--- config.mk ---
export PLATFORM = sky130hd
export DESIGN_NAME = debounce_event_arbiter
export DESIGN_NICKNAME = d
export VERILOG_FILES = /design/src/rtl/debounce_event_arbiter.sv
export SDC_FILE = /design/constraint.sdc
export NUM_CORES = 1
export LEC_CHECK = 0
export ABC_CLOCK_PERIOD_IN_PS = 6400
export BUFFER_PORTS_ARGS = -buffer_cell sky130_fd_sc_hd__buf_2
export CORE_MARGIN = 2
export CORE_UTILIZATION = 45
export DETAILED_ROUTE_END_ITERATION = 8
export GPL_ROUTABILITY_DRIVEN = 0
export PLACE_DENSITY = 0.73
export SYNTH_ARGS = -nofsm -noshare
export SYNTH_HDL_FRONTEND = slang
export SYNTH_SLANG_ARGS = --single-unit
export TNS_END_PERCENT = 5
--- constraint.sdc ---
create_clock -name i_Clk -period 6.4 [get_ports i_Clk]
set_input_delay 1.28 -clock i_Clk [delete_from_list [all_inputs] [get_ports i_Clk]]
set_output_delay 1.28 -clock i_Clk [all_outputs]
set_load 0.01 [all_outputs]
--- src/rtl/debounce_event_arbiter.sv ---
// Debounces NUM_SW async switches on a shared prescaled tick; arbitrates edge events round-robin onto one valid/ready port.
// Latency: 2-cycle synchroniser + STABLE_TICKS ticks to confirm a level; the event register loads the cycle after confirmation.
// Backpressure: event held stable while !i_Evt_Ready; one pending edge per channel, and overwriting it sets o_Overflow. Option: DEBOUNCE_RELEASE_EVT_EN.
module debounce_event_arbiter #(
    parameter int NUM_SW       = 4,
    parameter int CH_W         = 2,
    parameter int TICK_DIV     = 25000,
    parameter int STABLE_TICKS = 10
) (
    input  logic              i_Clk,
    input  logic              i_Rst_n,
    input  logic [NUM_SW-1:0] i_Switch,
    output logic [NUM_SW-1:0] o_Level,
    output logic              o_Evt_Valid,
    input  logic              i_Evt_Ready,
    output logic [CH_W-1:0]   o_Evt_Ch,
    output logic              o_Evt_Press,
    output logic              o_Overflow,
    input  logic              i_Clr_Overflow
);

    localparam int PW = $clog2(TICK_DIV);
    localparam logic [PW-1:0] PRE_LAST = PW'(TICK_DIV - 1);
    localparam logic [7:0] CNT_LAST = 8'(STABLE_TICKS - 1);

    logic [NUM_SW-1:0] sync1_q, sync_q;
    logic [PW-1:0]     pre_q;
    logic              tick;
    logic [7:0]        cnt_q [NUM_SW];
    logic [NUM_SW-1:0] confirm, edge_evt;
    logic [NUM_SW-1:0] pend_q, pend_d;
    logic [CH_W-1:0]   rr_q;
    logic              slot_free, grant_vld, grant, ovf_set;
    logic [CH_W-1:0]   grant_ch;

    assign tick      = (pre_q == PRE_LAST);
    assign slot_free = !o_Evt_Valid || i_Evt_Ready;
    assign grant     = slot_free && grant_vld;

    always_ff @(posedge i_Clk or negedge i_Rst_n) begin
        if (!i_Rst_n) begin
            sync1_q <= '0;
            sync_q  <= '0;
            pre_q   <= '0;
        end else begin
            sync1_q <= i_Switch;
            sync_q  <= sync1_q;
            pre_q   <= tick ? '0 : pre_q + 1'b1;
        end
    end

    always_ff @(posedge i_Clk or negedge i_Rst_n) begin
        if (!i_Rst_n) begin
            o_Level <= '0;
            for (int i = 0; i < NUM_SW; i++) cnt_q[i] <= '0;
        end else if (tick) begin
            for (int i = 0; i < NUM_SW; i++) begin
                if (sync_q[i] == o_Level[i]) begin
                    cnt_q[i] <= '0;
                end else if (cnt_q[i] == CNT_LAST) begin
                    o_Level[i] <= sync_q[i];
                    cnt_q[i]   <= '0;
                end else begin
                    cnt_q[i] <= cnt_q[i] + 8'd1;
                end
            end
        end
    end

    always_comb begin
        confirm = '0;
        for (int i = 0; i < NUM_SW; i++)
            confirm[i] = tick && (sync_q[i] != o_Level[i]) && (cnt_q[i] == CNT_LAST);
    end

`ifdef DEBOUNCE_RELEASE_EVT_EN
    assign edge_evt = confirm;
`else
    assign edge_evt = confirm & sync_q;
`endif

    // Round-robin search starts one past the last granted channel.
    always_comb begin
        int idx;
        grant_vld = 1'b0;
        grant_ch  = '0;
        idx       = 0;
        for (int k = 1; k <= NUM_SW; k++) begin
            idx = int'(rr_q) + k;
            if (idx >= NUM_SW) idx = idx - NUM_SW;
            for (int j = 0; j < NUM_SW; j++) begin
                if (!grant_vld && (j == idx) && pend_q[j]) begin
                    grant_vld = 1'b1;
                    grant_ch  = CH_W'(j);
                end
            end
        end
    end

    // A grant frees its pend bit before a same-cycle edge refills it, so that case is not an overwrite.
    always_comb begin
        pend_d  = pend_q;
        ovf_set = 1'b0;
        for (int i = 0; i < NUM_SW; i++) begin
            if (grant && (grant_ch == CH_W'(i))) pend_d[i] = 1'b0;
            if (edge_evt[i]) begin
                if (pend_d[i]) ovf_set = 1'b1;
                pend_d[i] = 1'b1;
            end
        end
    end

    always_ff @(posedge i_Clk or negedge i_Rst_n) begin
        if (!i_Rst_n) begin
            pend_q      <= '0;
            rr_q        <= '0;
            o_Evt_Valid <= 1'b0;
            o_Evt_Ch    <= '0;
            o_Overflow  <= 1'b0;
        end else begin
            pend_q <= pend_d;
            if (slot_free) o_Evt_Valid <= grant_vld;
            if (grant) begin
                o_Evt_Ch <= grant_ch;
                rr_q     <= grant_ch;
            end
            if (ovf_set) o_Overflow <= 1'b1;
            else if (i_Clr_Overflow) o_Overflow <= 1'b0;
        end
    end

`ifdef DEBOUNCE_RELEASE_EVT_EN
    logic [NUM_SW-1:0] pol_q;
    logic              grant_pol;

    always_comb begin
        grant_pol = 1'b0;
        for (int j = 0; j < NUM_SW; j++)
            if (grant_ch == CH_W'(j)) grant_pol = pol_q[j];
    end

    always_ff @(posedge i_Clk or negedge i_Rst_n) begin
        if (!i_Rst_n) begin
            pol_q       <= '0;
            o_Evt_Press <= 1'b0;
        end else begin
            if (grant) o_Evt_Press <= grant_pol;
            for (int i = 0; i < NUM_SW; i++)
                if (edge_evt[i]) pol_q[i] <= sync_q[i];
        end
    end
`else
    assign o_Evt_Press = 1'b1;
`endif

endmodule

# Yosys cells after proc, flatten, opt, wreduce, memory -nomap -nowiden
# Cells that the tools add are included.
# op_classes
addsub,13
mul,0
div_mod_pow,0
magnitude_cmp,4
n_eq_ne,28
shift,0
mux,62
n_bitwise,5
n_reduce_logical,71
# ops
op,count
3-bit by 32-bit equality test with 1-bit output (first input constant),8
2-bit by 32-bit equality test with 1-bit output (first input constant),4
32-bit logical NOT,4
32-bit 2-to-1 mux,4
8-bit 2-to-1 mux,8
1-bit logical AND,44
1-bit 2-to-1 mux,35
8-bit by 1-bit adder with 8-bit output (second input constant),4
8-bit by 4-bit equality test with 1-bit output (second input constant),4
2-bit 2-to-1 mux,14
1-bit logical NOT,16
15-bit by 1-bit adder with 15-bit output (second input constant),1
15-bit equality test (second input constant),1
15-bit 2-to-1 mux,1
3-bit AND reduction,4
3-bit by 3-bit subtractor with 4-bit output (second input constant),3
3-bit >= comparator (second input constant),3
2-bit by 2-bit adder with 3-bit output (second input constant),2
4-bit by 3-bit subtractor with 5-bit output (second input constant),1
2-bit by 3-bit adder with 4-bit output (second input constant),1
4-bit bitwise AND,1
1-bit equality test,4
2-bit equality test (second input constant),2
4-bit by 3-bit >= comparator with 1-bit output (second input constant),1
other kinds (7),13
# word_totals
ff_bits,67
latch_bits,0
ram_bits,0
mem_bits_ro,0
input_bits,8
out_inout_bits,9
n_memories,0

# Longest topological paths before layout
# depth
word_depth,78
ltp_mapped,9
mapped_depth_nobuf,8

# Worst setup path after synthesis
# No wires, ideal clock.
# synth_timing
path_kind,input to register
from,input port i_Evt_Ready
to,register o_Overflow
setup_ns,0.124
arrival_time_ns,2.361
required_ns,6.276
path_slack_ns,3.915
cell_stages,5
cell_sequence,nor2b_1 > or4_1 > o21ai_0 > o22ai_1 > a211o_1
# synth_via
elab_chain_len,13
elab_cells_between_ends,20
classes_between,mux (13); reduce/logical (7)
# synth_rtl
element,line,source
from (decl),15,"input logic i_Evt_Ready,"
1-bit logical OR (*),37,assign slot_free = !o_Evt_Valid || i_Evt_Ready;
1-bit logical AND (*),38,assign grant = slot_free && grant_vld;
1-bit logical AND,105,if (grant && (grant_ch == CH_W'(i))) pend_d[i] = 1'b0;
1-bit 2-to-1 mux,105,
1-bit 2-to-1 mux,107,if (pend_d[i]) ovf_set = 1'b1;
1-bit 2-to-1 mux,106,if (edge_evt[i]) begin
1-bit 2-to-1 mux,107,
1-bit 2-to-1 mux,106,
1-bit 2-to-1 mux,107,
1-bit 2-to-1 mux,106,
1-bit 2-to-1 mux,107,
1-bit 2-to-1 mux (*),106,
1-bit 2-to-1 mux or 2-bit nonzero test (tied branches),-,
to (signal assigned),119,o_Overflow <= 1'b0;
to (signal assigned),127,if (ovf_set) o_Overflow <= 1'b1;
to (signal assigned),128,else if (i_Clr_Overflow) o_Overflow <= 1'b0;
to (decl),18,"output logic o_Overflow,"
# Mark *: on every way between the ends. The rest lies on a longest branch, timed or not.
# A chain may end at the register's enable or synchronous reset.

# Worst setup path after layout
# layout_timing
from,register pre_q[4]
to,register cnt_q[29] (netlist name)
# layout_via
elab_chain_len,1
# layout_rtl
element,line,source
from (decl),27,logic [PW-1:0] pre_q;
from (signal assigned),48,pre_q <= tick ? '0 : pre_q + 1'b1;
15-bit equality test,36,assign tick = (pre_q == PRE_LAST);
"to (signal, indexed assignment)",64,cnt_q[i] <= cnt_q[i] + 8'd1;
to (decl),29,logic [7:0] cnt_q [NUM_SW];
# No other way between the ends.

==> impl_metrics.ini <==
[outcome]
outcome = finished, final reports clean

[cts]
post_cts_resized = 0
cts_buffers = 9
holdBufCountCts = 0
cts_tree = done
cts-htree-levels = 3
cts_max_path_buffers = 2
root_buffer = clkbuf_8
clk_pin_slew_ns = 0.08
clkSinkCount = 67
clk_latency_ns = 0.35
post-cts-setup-buffer-count = 0

[drt]
vias = 2416
drt-initial-drc-count = 225
viasPerCell = 5.44
detail_route.wl_per_cell_um = 13.7
drt_drc_violations_left = 0
drtAntennaViolNets = 0
drt-pass1-iter-count = 4
drt_wl_total_um = 6080

[setup_path]
end_kind = flop
crit_chain = or4_4 > nor4_4 > buf_4 > nand3_1 > o41ai_2
path_max_fanout = 19
cp_slowest_cell = nor4_4
critPathMaxStageDelay_ns = 0.83
worstPathRequired_ns = 6.65
criticalPathCategory = reg2reg
cp-start-kind = flop
worstPathArrival_ns = 3.25

[place]
dp_hpwl_um = 4130
place_area_sq_mm = 0.00342
portBuffers = 15

[sta]
slew_headroom_pct = 37.5
finalHoldViolations = 0
slew_violations = 0
grt_setup_unrepaired = false
tightest_slew_ns = 0.930
setup_violations = 0
fmax_mhz = 333
fin_crit_ns = 3.00
fin_skew_ns = 0.0107
period_share_pct = 46.9
tns_ns = 0

[logic_synthesis]
synth_nets = 340
ys_seq_elements = 67
yosysTopAreaCellShare_pct = 51.7
syn_area_sq_mm = 0.00325
synth_cells = 323
ys_top_cells_by_area = dfrtp_1 (52%), xor2_1 (4.6%), o21ai_1 (4.3%), nand2_1 (3.8%), nand3_1 (3.7%)
ys_seq_area_share_pct = 51.7
ys_types = 42
yosysWarnings = 0
synth_top_cell_by_area = dfrtp_1
avgSynthCellArea_sq_um = 10.0

[grt]
grt_pass1_wl_um = 10400
grt_pass1_vias = 2342
grt_max_degree = 45
grt_antenna_before_repair = 0
grt_overflow_total = 0
grt_usage_pct = 17.2

[floorplan]
num_io_pins = 17
dieArea_sq_mm = 0.00791
row_count = 30
die_w_um = 88.9
start_util_pct = 47.2
fp.dieH_um = 88.9
core-area_sq_mm = 0.00687

[pwr]
p_comb_share_pct = 8.7
p_sw_w = 0.000232
p_seq_share_pct = 49.6
p_sw_share_pct = 24.9
powerDensity_mw_per_mm2 = 257
ir_worst_vdd_mv = 0.145
total_leakage_power_nw = 1.62
power_frac_clock_pct = 41.6
power_w = 0.000934
p_int_w = 0.000701

[layout]
final_cell_mix = dfrtp_1 (67), nand2_1 (33), o21ai_1 (28)
syn_to_final_growth_pct = 12.0
nNetsFinal = 360
fillers = 620
mostFrequentLayoutCell = dfrtp_1
fin_area_sq_mm = 0.00364
drive_gt1_share_pct = 12.6
antenna_cells = 0

[run]
max-cap-violations = 0

[min_path]
hold_path.class = reg2reg
[final timing paths]
| kind | start | endpoint | slack (ns) | cells after the start |
|---|---|---|---|---|
| max | pre_q[4]$_DFF_PN0_ | cnt_q[29]$_DFFE_PN0N_ | 3.40 | 5 |
| min | sync1_q[3]$_DFF_PN0_ | sync_q[3]$_DFF_PN0_ | 0.35 | 0 |
| max reg2reg | pre_q[4]$_DFF_PN0_ | cnt_q[29]$_DFFE_PN0N_ | 3.40 | 5 |
| min reg2reg | sync1_q[3]$_DFF_PN0_ | sync_q[3]$_DFF_PN0_ | 0.35 | 0 |
| max in group asynchronous | i_Rst_n | pre_q[12]$_DFF_PN0_ | 4.56 | 2 |
| min in group asynchronous | i_Rst_n | pend_q[1]$_DFF_PN0_ | 0.90 | 1 |
[state kept, by name (all words and copies together) (netlist names)]
signal,count
sync_q,4
sync1_q,4
pre_q,15
o_Overflow,1
rr_q,2
cnt_q,32
pend_q,4
o_Level,4
o_Evt_Valid,1
[power by group through the flow]
stage	Combinational (W)	Clock (W)	Sequential, W
6_report	0.0000815	0.000389	0.000464
5_1_grt	0.0000955	0.000420	0.000465
4_1_cts	0.0000824	0.000400	0.000462
3_5_place_dp	0.0000812	0	0.000470
3_3_place_gp	0.0000809	0	0.000469
2_1_floorplan	0.0000488	0	0.000469
[area by class of cell]
class | instances | area [sq um] | share of cell area, %
well taps | 96 | 120 | 3.30
repair buffers | 17 | 90.1 | 2.48
clock buffers | 12 | 145 | 3.99
multi-input cells | 239 | 1500 | 41.2
flip-flops and latches | 67 | 1680 | 46.1
inverters | 9 | 33.8 | 0.929
clock inverters | 4 | 73.8 | 2.03
[layer usage]
metal	track usage, %	up-vias	part of all wire (%)
met5	0	-	0
li1	-	1193	-
met1	21.8	1180	48
met4	5.79	0	1.4
met2	27.9	35	47
met3	5.82	8	3.9
[synthesized netlist by cell type, drive strengths merged]
cell type	count
o31ai	6
clkbuf	3
nor2	25
buf	5
nand3	27
a211o	1
mux2	4
nor3	1
ha	9
and2	1
xnor2	7
and3	9
o41ai	2
a21boi	1
mux2i	1
conb	1
nand3b	3
xor2	17
nand4	10
and3b	1
o22ai	7
or2	1
o21ai	44
nand2	33
nor4	5
nor2b	7
nor4b	3
a21oi	2
nor3b	2
nand2b	2
nand4bb	1
nand4b	2
inv	9
dfrtp	67
a211oi	1
or4	3
[cell families after synthesis]
family | synth area share, %
and+or+nand+nor | 22.8
DFF | 51.7
buffers and inverters | 2.24
other | 0.116
adders and majority gates | 3.47
xor gates and xnor gates | 6.48
muxes | 1.70
AOI/OAI and AO/OA | 11.6
[stage by stage]
step / utilization, % / std cells / setup WS [ns] / hold WS, ns
global route: 52.9 / 444 / 3.14 / 0.361
CTS: 52.9 / 444 / 3.42 / 0.356
finish: 52.9 / 444 / 3.40 / 0.352
global placement: 49.7 / 428 / 3.53 / 0.334
detailed placement: 49.7 / 428 / 3.43 / 0.340
floorplan: - / 323 / 3.91 / 0.331
[worst max-delay path, delay by kind of cell (launching register included)]
| family | cells | cell delay [ns] |
|---|---|---|
| AO/OA/AOI/OAI | 1 | 0.40 |
| buffers and inverters | 1 | 0.35 |
| flip-flops | 1 | 0.40 |
| AND/OR/NAND/NOR | 3 | 1.74 |
(Power assumes the default switching activity.)
